<file path="config.mk">
export PLATFORM = sky130hd
export DESIGN_NAME = daq_axis_packetizer
export DESIGN_NICKNAME = d
export VERILOG_FILES = /design/src/rtl/daq_pkg.sv /design/src/rtl/daq_sample_buf.sv /design/src/rtl/daq_axis_packetizer.sv
export SDC_FILE = /design/constraint.sdc
export NUM_CORES = 1
export LEC_CHECK = 0
export ABC_CLOCK_PERIOD_IN_PS = 3050
export CORE_MARGIN = 5
export CORE_UTILIZATION = 49
export DETAILED_ROUTE_END_ITERATION = 12
export HOLD_SLACK_MARGIN = 0.12
export PLACE_DENSITY = 0.76
export SLEW_MARGIN = 20
export SYNTH_ARGS = -nofsm -noshare
export SYNTH_HDL_FRONTEND = slang
export SYNTH_SLANG_ARGS = --single-unit
</file>
<file path="constraint.sdc">
create_clock -name clk -period 3.05 [get_ports clk]
set_input_delay 0.61 -clock clk [delete_from_list [all_inputs] [get_ports clk]]
set_output_delay 0.61 -clock clk [all_outputs]
set_load 0.01 [all_outputs]
</file>
<file path="src/rtl/daq_pkg.sv">
// Shared types and constants for the DAQ sample packetizer.
package daq_pkg;

    typedef enum logic [1:0] {
        IDLE = 2'd0,
        HDR  = 2'd1,
        DATA = 2'd2
    } state_t;

    localparam logic [15:0] DROP_SAT = 16'hFFFF;

    // Header words are tagged with the bitwise complement of the data tag.
    function automatic logic [31:0] hdr_tag(input logic [31:0] user_tag);
        return ~user_tag;
    endfunction

endpackage

</file>
<file path="src/rtl/daq_sample_buf.sv">
// Small synchronous FIFO absorbing stream backpressure; a push into a full
// buffer is accepted when a pop happens in the same cycle.
module daq_sample_buf #(
    parameter int DATA_W = 32,
    parameter int DEPTH  = 4
) (
    input  logic                      clk,
    input  logic                      rst_n,
    input  logic                      push,
    input  logic                      pop,
    input  logic [DATA_W-1:0]         din,
    output logic [DATA_W-1:0]         dout,
    output logic                      full,
    output logic                      empty,
    output logic [$clog2(DEPTH):0]    count
);

    localparam int AW = $clog2(DEPTH);

    logic [DATA_W-1:0] mem [DEPTH];
    logic [AW:0]       wr_ptr;
    logic [AW:0]       rd_ptr;
    logic              do_push;
    logic              do_pop;

    assign empty   = (wr_ptr == rd_ptr);
    assign full    = (wr_ptr[AW] != rd_ptr[AW]) && (wr_ptr[AW-1:0] == rd_ptr[AW-1:0]);
    assign count   = wr_ptr - rd_ptr;
    assign do_pop  = pop && !empty;
    assign do_push = push && (!full || do_pop);
    assign dout    = mem[rd_ptr[AW-1:0]];

    always_ff @(posedge clk or negedge rst_n) begin
        if (!rst_n) begin
            wr_ptr <= '0;
            rd_ptr <= '0;
        end else begin
            if (do_push) wr_ptr <= wr_ptr + 1'b1;
            if (do_pop)  rd_ptr <= rd_ptr + 1'b1;
        end
    end

    // Storage carries data only, so it is left out of reset.
    always_ff @(posedge clk) begin
        if (do_push) mem[wr_ptr[AW-1:0]] <= din;
    end

endmodule

</file>
<file path="src/rtl/daq_axis_packetizer.sv">
// Packs two-channel ADC samples into fixed-length AXI-stream packets.
// Define DAQ_PKT_HEADER_EN to prefix each packet with a header word.
module daq_axis_packetizer
    import daq_pkg::*;
#(
    parameter int                DATA_W    = 32,
    parameter int                USER_W    = 8,
    parameter int                SMP_W     = 16,
    parameter int                PKT_LEN   = 64,
    parameter int                BUF_DEPTH = 4,
    parameter logic [USER_W-1:0] USER_TAG  = 8'hAA
) (
    input  logic              clk,
    input  logic              rst_n,
    input  logic              en,
    input  logic              sample_valid,
    input  logic [SMP_W-1:0]  ch0_sample,
    input  logic [SMP_W-1:0]  ch1_sample,
    output logic [DATA_W-1:0] m_tdata,
    output logic              m_tvalid,
    input  logic              m_tready,
    output logic              m_tlast,
    output logic [USER_W-1:0] m_tuser,
    output logic [15:0]       drop_count,
    output logic [15:0]       pkt_count,
    output logic              busy
);

    localparam int                WCNT_W    = $clog2(PKT_LEN);
    localparam int                CNT_W     = $clog2(BUF_DEPTH) + 1;
    localparam logic [WCNT_W-1:0] LAST_WORD = WCNT_W'(PKT_LEN - 1);
    localparam logic [USER_W-1:0] HDR_USER  = USER_W'(hdr_tag(32'(USER_TAG)));

    function automatic logic [15:0] sat_inc(input logic [15:0] v);
        return (v == DROP_SAT) ? v : v + 16'd1;
    endfunction

    state_t            state;
    logic [WCNT_W-1:0] word_cnt;
    logic [DATA_W-1:0] buf_din;
    logic [DATA_W-1:0] buf_dout;
    logic              buf_full;
    logic              buf_empty;
    logic [CNT_W-1:0]  buf_count;
    logic              push_req;
    logic              push;
    logic              pop;
    logic              drop;
    logic              data_vld;
    logic              hdr_vld;
    logic              at_last;
    logic              more_after_pop;

`ifdef DAQ_PKT_HEADER_EN
    localparam state_t START_ST = HDR;
    assign hdr_vld = (state == HDR);
`else
    localparam state_t START_ST = DATA;
    assign hdr_vld = 1'b0;
`endif

    assign buf_din        = {ch1_sample, ch0_sample};
    assign push_req       = sample_valid && ((state != IDLE) || en);
    assign data_vld       = (state == DATA) && !buf_empty;
    assign pop            = data_vld && m_tready;
    assign push           = push_req && (!buf_full || pop);
    assign drop           = push_req && buf_full && !pop;
    assign at_last        = (word_cnt == LAST_WORD);
    // Only consulted on a popping transfer, so the buffer holds at least one entry.
    assign more_after_pop = (buf_count > CNT_W'(1)) || push;

    daq_sample_buf #(
        .DATA_W (DATA_W),
        .DEPTH  (BUF_DEPTH)
    ) u_buf (
        .clk   (clk),
        .rst_n (rst_n),
        .push  (push),
        .pop   (pop),
        .din   (buf_din),
        .dout  (buf_dout),
        .full  (buf_full),
        .empty (buf_empty),
        .count (buf_count)
    );

    // Outputs are decoded from registered state and buffer pointers only,
    // so tvalid never depends on tready and the head word stays put until popped.
    assign m_tvalid = data_vld || hdr_vld;
    assign m_tlast  = data_vld && at_last;
    assign busy     = (state != IDLE);

    always_comb begin
        m_tdata = '0;
        m_tuser = '0;
        if (data_vld) begin
            m_tdata = buf_dout;
            m_tuser = USER_TAG;
        end else if (hdr_vld) begin
            m_tdata = DATA_W'({pkt_count, 16'(PKT_LEN)});
            m_tuser = HDR_USER;
        end
    end

    always_ff @(posedge clk or negedge rst_n) begin
        if (!rst_n) begin
            state      <= IDLE;
            word_cnt   <= '0;
            pkt_count  <= '0;
            drop_count <= '0;
        end else begin
            if (drop) drop_count <= sat_inc(drop_count);
            case (state)
                IDLE: begin
                    if (en && !buf_empty) state <= START_ST;
                end
                HDR: begin
                    if (m_tready) state <= DATA;
                end
                DATA: begin
                    if (pop) begin
                        if (at_last) begin
                            word_cnt  <= '0;
                            pkt_count <= pkt_count + 16'd1;
                            state     <= (en && more_after_pop) ? START_ST : IDLE;
                        end else begin
                            word_cnt <= word_cnt + 1'b1;
                        end
                    end
                end
                default: state <= IDLE;
            endcase
        end
    end

endmodule

</file>
# Word level (Yosys, flattened, before mapping)
# Memory sizes are Yosys's and may differ from the RTL's.
# Cells that the tools add are included.
[word_totals]
regBits = 46
input_bits = 37
rom_bits = 0
out_inout_bits = 75
ram_bits = 128
n_memories = 1
latchBits = 0
[memory_table]
columns = ["memory", "depth", "width", "read_ports", "rd_ports_with_merged_regs", "wr", "line", "text"]
rows = [
  ["u_buf.mem", 4, 32, 1, 0, 1, "daq_sample_buf.sv:20", "logic [DATA_W-1:0] mem [DEPTH];"],
]
[op_classes]
shift = 0
n_reduce_logical = 25
bitwise_logic = 1
mul = 0
add_sub_neg = 6
n_mux = 11
eq_ne = 11
order_cmp = 1
div = 0
[op_table]
columns = ["op", "n"]
rows = [
  ["$add 16x1->16 const B", 2],
  ["$mux 32", 1],
  ["$eq 16x16->1 const B", 1],
  ["$logic_and 1x1->1", 12],
  ["$mux 2", 5],
  ["$mux 8", 1],
  ["$ne 2x2->1 const B", 4],
  ["$add 3x1->3 const B", 2],
  ["$add 6x1->6 const B", 1],
  ["$eq 6x6->1 const B", 1],
  ["$mux 6", 1],
  ["$pmux 2 s3", 1],
  ["$logic_or 1x1->1", 4],
  ["$reduce_and 2->1", 2],
  ["$reduce_and 4->1", 1],
  ["$eq 3x3->1", 1],
  ["$gt 3x1->1 const B", 1],
  ["$logic_not 1->1", 3],
  ["$reduce_and 3->1", 1],
  ["$sub 3x3->3", 1],
  ["$eq 2x1->1 const B", 1],
  ["$eq 2x2->1", 1],
  ["$eq 2x2->1 const B", 1],
  ["$logic_not 2->1", 1],
  ["4 further kinds", 5],
]

# Depth between registers and ports, before layout
[logic_depth]
depth_word = 12
ltp_mapped = 11
depth_no_buf = 6

# By module
# A second synthesis with hierarchy kept.
[unflattened]
hier_cells = 429
hier_area_um2 = 7211.9
[modules_own_cells]
columns = ["mod", "area_per_inst_um2", "cells_per_inst", "n_inst", "seq_area_each_um2"]
rows = [
  ["daq_sample_buf", 5069.9, 214, 1, 3993.8],
  ["daq_axis_packetizer", 2142.1, 215, 1, 975.9],
]

# Least setup slack after synthesis
# Ideal clock, no wire load.
[synth_path]
path_type = "reg-to-reg"
from = "reg u_buf.rd_ptr[1]"
to = "mem u_buf.mem[3][0], enable pin"
setup_ns = 0.394
stages_incl_launch_ff = 9
arrival_ns = 2.927
t_required_ns = 2.656
slack_ns = -0.270
path_cell_list = "dfrtp_1 clkbuf_1 clkbuf_1 inv_1 ha_1 and2_1 clkbuf_1 a31oi_1 and2_1"
[synth_via]
elab_chain_cells = 9
[synth_lines]
columns = ["element", "line", "text"]
rows = [
  ["start, declared", "daq_sample_buf.sv:22", "logic [AW:0] rd_ptr;"],
  ["start signal, assigned", "daq_sample_buf.sv:39", "if (do_pop) rd_ptr <= rd_ptr + 1'b1;"],
  ["$eq 3x3->1", "daq_sample_buf.sv:26", "assign empty = (wr_ptr == rd_ptr);"],
  ["$logic_not 1->1", "daq_sample_buf.sv:29, daq_axis_packetizer.sv:64", ""],
  ["$logic_and 1x1->1", "daq_axis_packetizer.sv:64", "assign data_vld = (state == DATA) && !buf_empty;"],
  ["$logic_and 1x1->1", "daq_axis_packetizer.sv:65", "assign pop = data_vld && m_tready;"],
  ["$logic_or 1x1->1 / $logic_and 1x1->1 (equally long branches)", "daq_axis_packetizer.sv:66, daq_sample_buf.sv:29", ""],
  ["$logic_and 1x1->1 / $logic_or 1x1->1 (equally long branches)", "daq_axis_packetizer.sv:66, daq_sample_buf.sv:30", ""],
  ["$logic_and 1x1->1 *", "daq_sample_buf.sv:30", "assign do_push = push && (!full || do_pop);"],
  ["$mux 1 *", "daq_sample_buf.sv:45", "if (do_push) mem[wr_ptr[AW-1:0]] <= din;"],
  ["$mux 1 (not written as such) *", "daq_sample_buf.sv:45", ""],
  ["end, declared", "daq_sample_buf.sv:20", ""],
]
# Mark *: on every way between the ends. The rest lies on a longest branch, timed or not.

# Worst setup path after layout
[layout_path]
from = "reg u_buf.rd_ptr[0]"
to = "out m_tdata[21]"
[layout_via]
elab_chain_cells = 4
[layout_lines]
columns = ["element", "line", "text"]
rows = [
  ["$eq 3x3->1", "daq_sample_buf.sv:26", ""],
  ["$logic_not 1->1", "daq_axis_packetizer.sv:64", ""],
  ["$logic_and 1x1->1", "daq_axis_packetizer.sv:64", ""],
  ["$mux 32 *", "daq_axis_packetizer.sv:96", "if (data_vld) begin"],
  ["end, declared", "daq_axis_packetizer.sv:19", "output logic [DATA_W-1:0] m_tdata,"],
]
# Marked as above.

==> key figures <==
Outcome
  – Run status: finished, final reports clean

Drt
  – Vias per cell: about 5.6
  – 1st-iter DRT viols: 277
  – Drt drc: 0
  – Wire per inst: between 15 and 20 µm
  – Vias post-DR: 4238
  – DR pass1 iterations: 6
  – WL final: 14700 µm
  – Final ANT Viol Nets: 0

STA
  – Worst hold slack: 0.179 ns
  – Final setup violation count: 0
  – Skew final: 0.00670 ns
  – Final min period: roughly 2.9 ns
  – FMAX: 0.340 GHz
  – Sum Neg Setup Slack: 0 ns
  – RSZ-0062 raised after global routing: false
  – Worst slew pin tran: 0.669 ns
  – Max Slew Vio Count: 0
  – Period utilization: 0.965
  – Hold Fails Final Rpt: 0
  – Slew headroom: 0.554

CTS
  – Worst-skew pair later-pin latency: 0.42 ns
  – Max Root-Sink Buffers: 2
  – CTS tree: built
  – CTS root buf: clkbuf_16
  – Reg clk slew, reported paths: 0.06 ns
  – Post-CTS Hold Buffers: 0
  – CTS Buf Count: 17
  – CTS HTree Levels: 4
  – Sink Count: around 170

Worst setup path
  – CP Capture Type: primary output
  – Worst Setup Path Type: reg2out
  – Critical path, cell by cell: ha_1, and2_4, nand2_8, buf_6, and3_1, clkdlybuf4s50_1
  – Critical path startpoint category: register
  – Critical Path AT: about 2.3 ns
  – Slowest stage delay, CP: 0.53 ns
  – Slowest-stage cell, CP: clkdlybuf4s50_1
  – Worst Path Required: 2.44 ns
  – Crit Path Max Fanout: 11

Die
  – Die Width: between 100 and 150 µm
  – Core ar.: 14600 µm²
  – Starting density of the core: 0.502
  – # IOs: 112
  – Die H: ~130 µm
  – Std-Cell Rows: 44
  – Die area: 17500 µm²

Yosys
  – Post-synthesis cell area: 7320 µm²
  – Synthesis Warnings: 0
  – Post-Syn Area per Cell: 16.8 µm²
  – Cells after Synth: 436
  – Yosys reg bits: roughly 170
  – Top post-synthesis cells by area: edfxtp_1, dfrtp_1, mux4_2
  – Yosys cell types: 36
  – Yosys top cell area share: 0.525
  – Sequential fraction of the synthesis area: 0.679
  – Area leader, netlist: edfxtp_1

Layout
  – Commonest non-fill, non-tap cells in the layout: edfxtp_1, clkdlybuf4s50_1, dfrtp_1
  – Layout Nets: about 600
  – Most common cell after layout, fill and taps aside: edfxtp_1
  – Fillers: 1029
  – Layout cell share with drive strength beyond 1: 0.176
  – Area growth from synthesis to layout: 27.1%
  – Multi-input logic area: 2220 µm²
  – FF/Latch Area: 4970 µm²
  – Diodes inserted: 0

Global routing
  – Vias in the first global route: 4371
  – Grt total ovfl: 0
  – Gr usage total: 0.170
  – Initial antenna violation count: 0
  – Largest net degree at the start of global routing: 35
  – First-pass GRT wire length: 23300 µm

Place
  – GPL Wtd Cong: between 0.8 and 0.9
  – PortBufs: 107
  – HPWL after DPL: 9670 µm

Power and ir drop
  – Cell Pwr Density: 930 nW/µm²
  – Peak VDD IR: between 0.6 and 0.7 mV
  – Leakage: 3.46 nW

Job
  – Max Cap Viol: 0

Hold path
  – Hold crit path type: in2async
==> flip-flops by register name, summed over array words and instances (netlist names) <==
signal / flops
state: 1
u_buf.wr_ptr: 3
pkt_count: 16
u_buf.mem: 128
drop_count: 16
u_buf.rd_ptr: 3
word_cnt: 6
==> area by class of cell <==
class,instances,area share
sequential,173,0.534
clock buffer,19,0.0465
inverter,6,0.00242
timing repair buffer,127,0.142
clock inverter,13,0.0122
tap,184,0.0247
multi-input combinational,231,0.238
==> path summary, 6_finish.rpt <==
check	from	endpoint	slack (ns)	depth (start not counted)
worst min register to register	pkt_count[15]	pkt_count[15]	0.47	1
worst max-delay path	u_buf.rd_ptr[0]	m_tdata[21]	0.11	6
max in group asynchronous	rst_n	drop_count[12]	2.16	2
worst min-delay path	rst_n	drop_count[5]	0.18	1
worst max register to register	state[1]	u_buf.mem[2][23]	0.80	5
min in group clk	pkt_count[15]	pkt_count[15]	0.47	1
==> per-layer routing <==
metal  up-vias  wire, µm  global-route usage
li1       1942         -                   -
met1      2154      6190               0.215
met2       124      7530               0.284
met3        18       794              0.0515
met4         0       231              0.0554
met5         -         0                   0
==> metrics by stage <==
step	util	worst slack, ns	cell area [µm²]	power [W]	cells
after global placement	0.598	0.216	8720	0.00677	719
final	0.638	0.106	9310	0.00866	753
after CTS	0.635	0.000199	9260	0.00869	751
after floorplan	-	0.0639	7340	0.00514	439
after detailed placement	0.598	0.151	8720	0.00683	719
after global routing	0.638	0.00209	9310	0.00914	753
==> power breakdown <==
| group | internal (W) | total [W] | switching [W] |
|---|---|---|---|
| Combinational | 0.00180 | 0.00344 | 0.00164 |
| Clock | 0.00113 | 0.00199 | 0.000865 |
| Sequential | 0.00303 | 0.00322 | 0.000193 |
==> cell families (layout without fill, tap and decap cells) <==
group	after synthesis	in the layout	share of synthesized area
AO/OA/AOI/OAI	32	32	0.0390
flip-flops	173	173	0.679
other	1	4	0.000512
buffers and inverters	35	165	0.0232
AND/OR/NAND/NOR	112	112	0.0907
XOR/XNOR	38	38	0.0465
adder cells (fa/ha/maj)	11	11	0.0198
multiplexers	34	34	0.102
==> synthesized netlist by cell type <==
master and n:
a2111o_1 1, a2111oi_4 3, a211oi_2 2, a21oi_1 4, a22oi_1 1, a31oi_1 3, and2_1 15, and3_1 42
and4_1 7, and4_2 1, buf_2 4, buf_4 9, clkbuf_1 16, conb_1 1, dfrtp_1 45, edfxtp_1 128
fa_1 1, ha_1 10, inv_1 6, mux2_2 2, mux4_2 32, nand2_1 19, nand3_1 7, nand4_1 15
nor2_1 2, nor3_1 1, nor4_1 1, o2111ai_1 6, o211ai_1 3, o21ai_0 8, o21ai_1 1, or3_1 1
or4_4 1, xnor2_1 30, xnor2_2 1, xor2_1 7
==> repair_timing <==
| item | CTS | global route |
|---|---|---|
| buffers inserted | 0 | 1 |
| pin swaps | 1 | 1 |
| resized for setup | 26 | 5 |
| endpoints found under the setup margin | 38 | 18 |
| gates cloned | 0 | 1 |
==> worst max-delay path: cells and delay by family (launching register included) <==
kind	cells	cell delay (ns)
buf+inv	2	0.66
simple gates	3	0.48
flops	1	0.45
fa+ha+maj	1	0.32
Power figures use the tool's default switching activity.
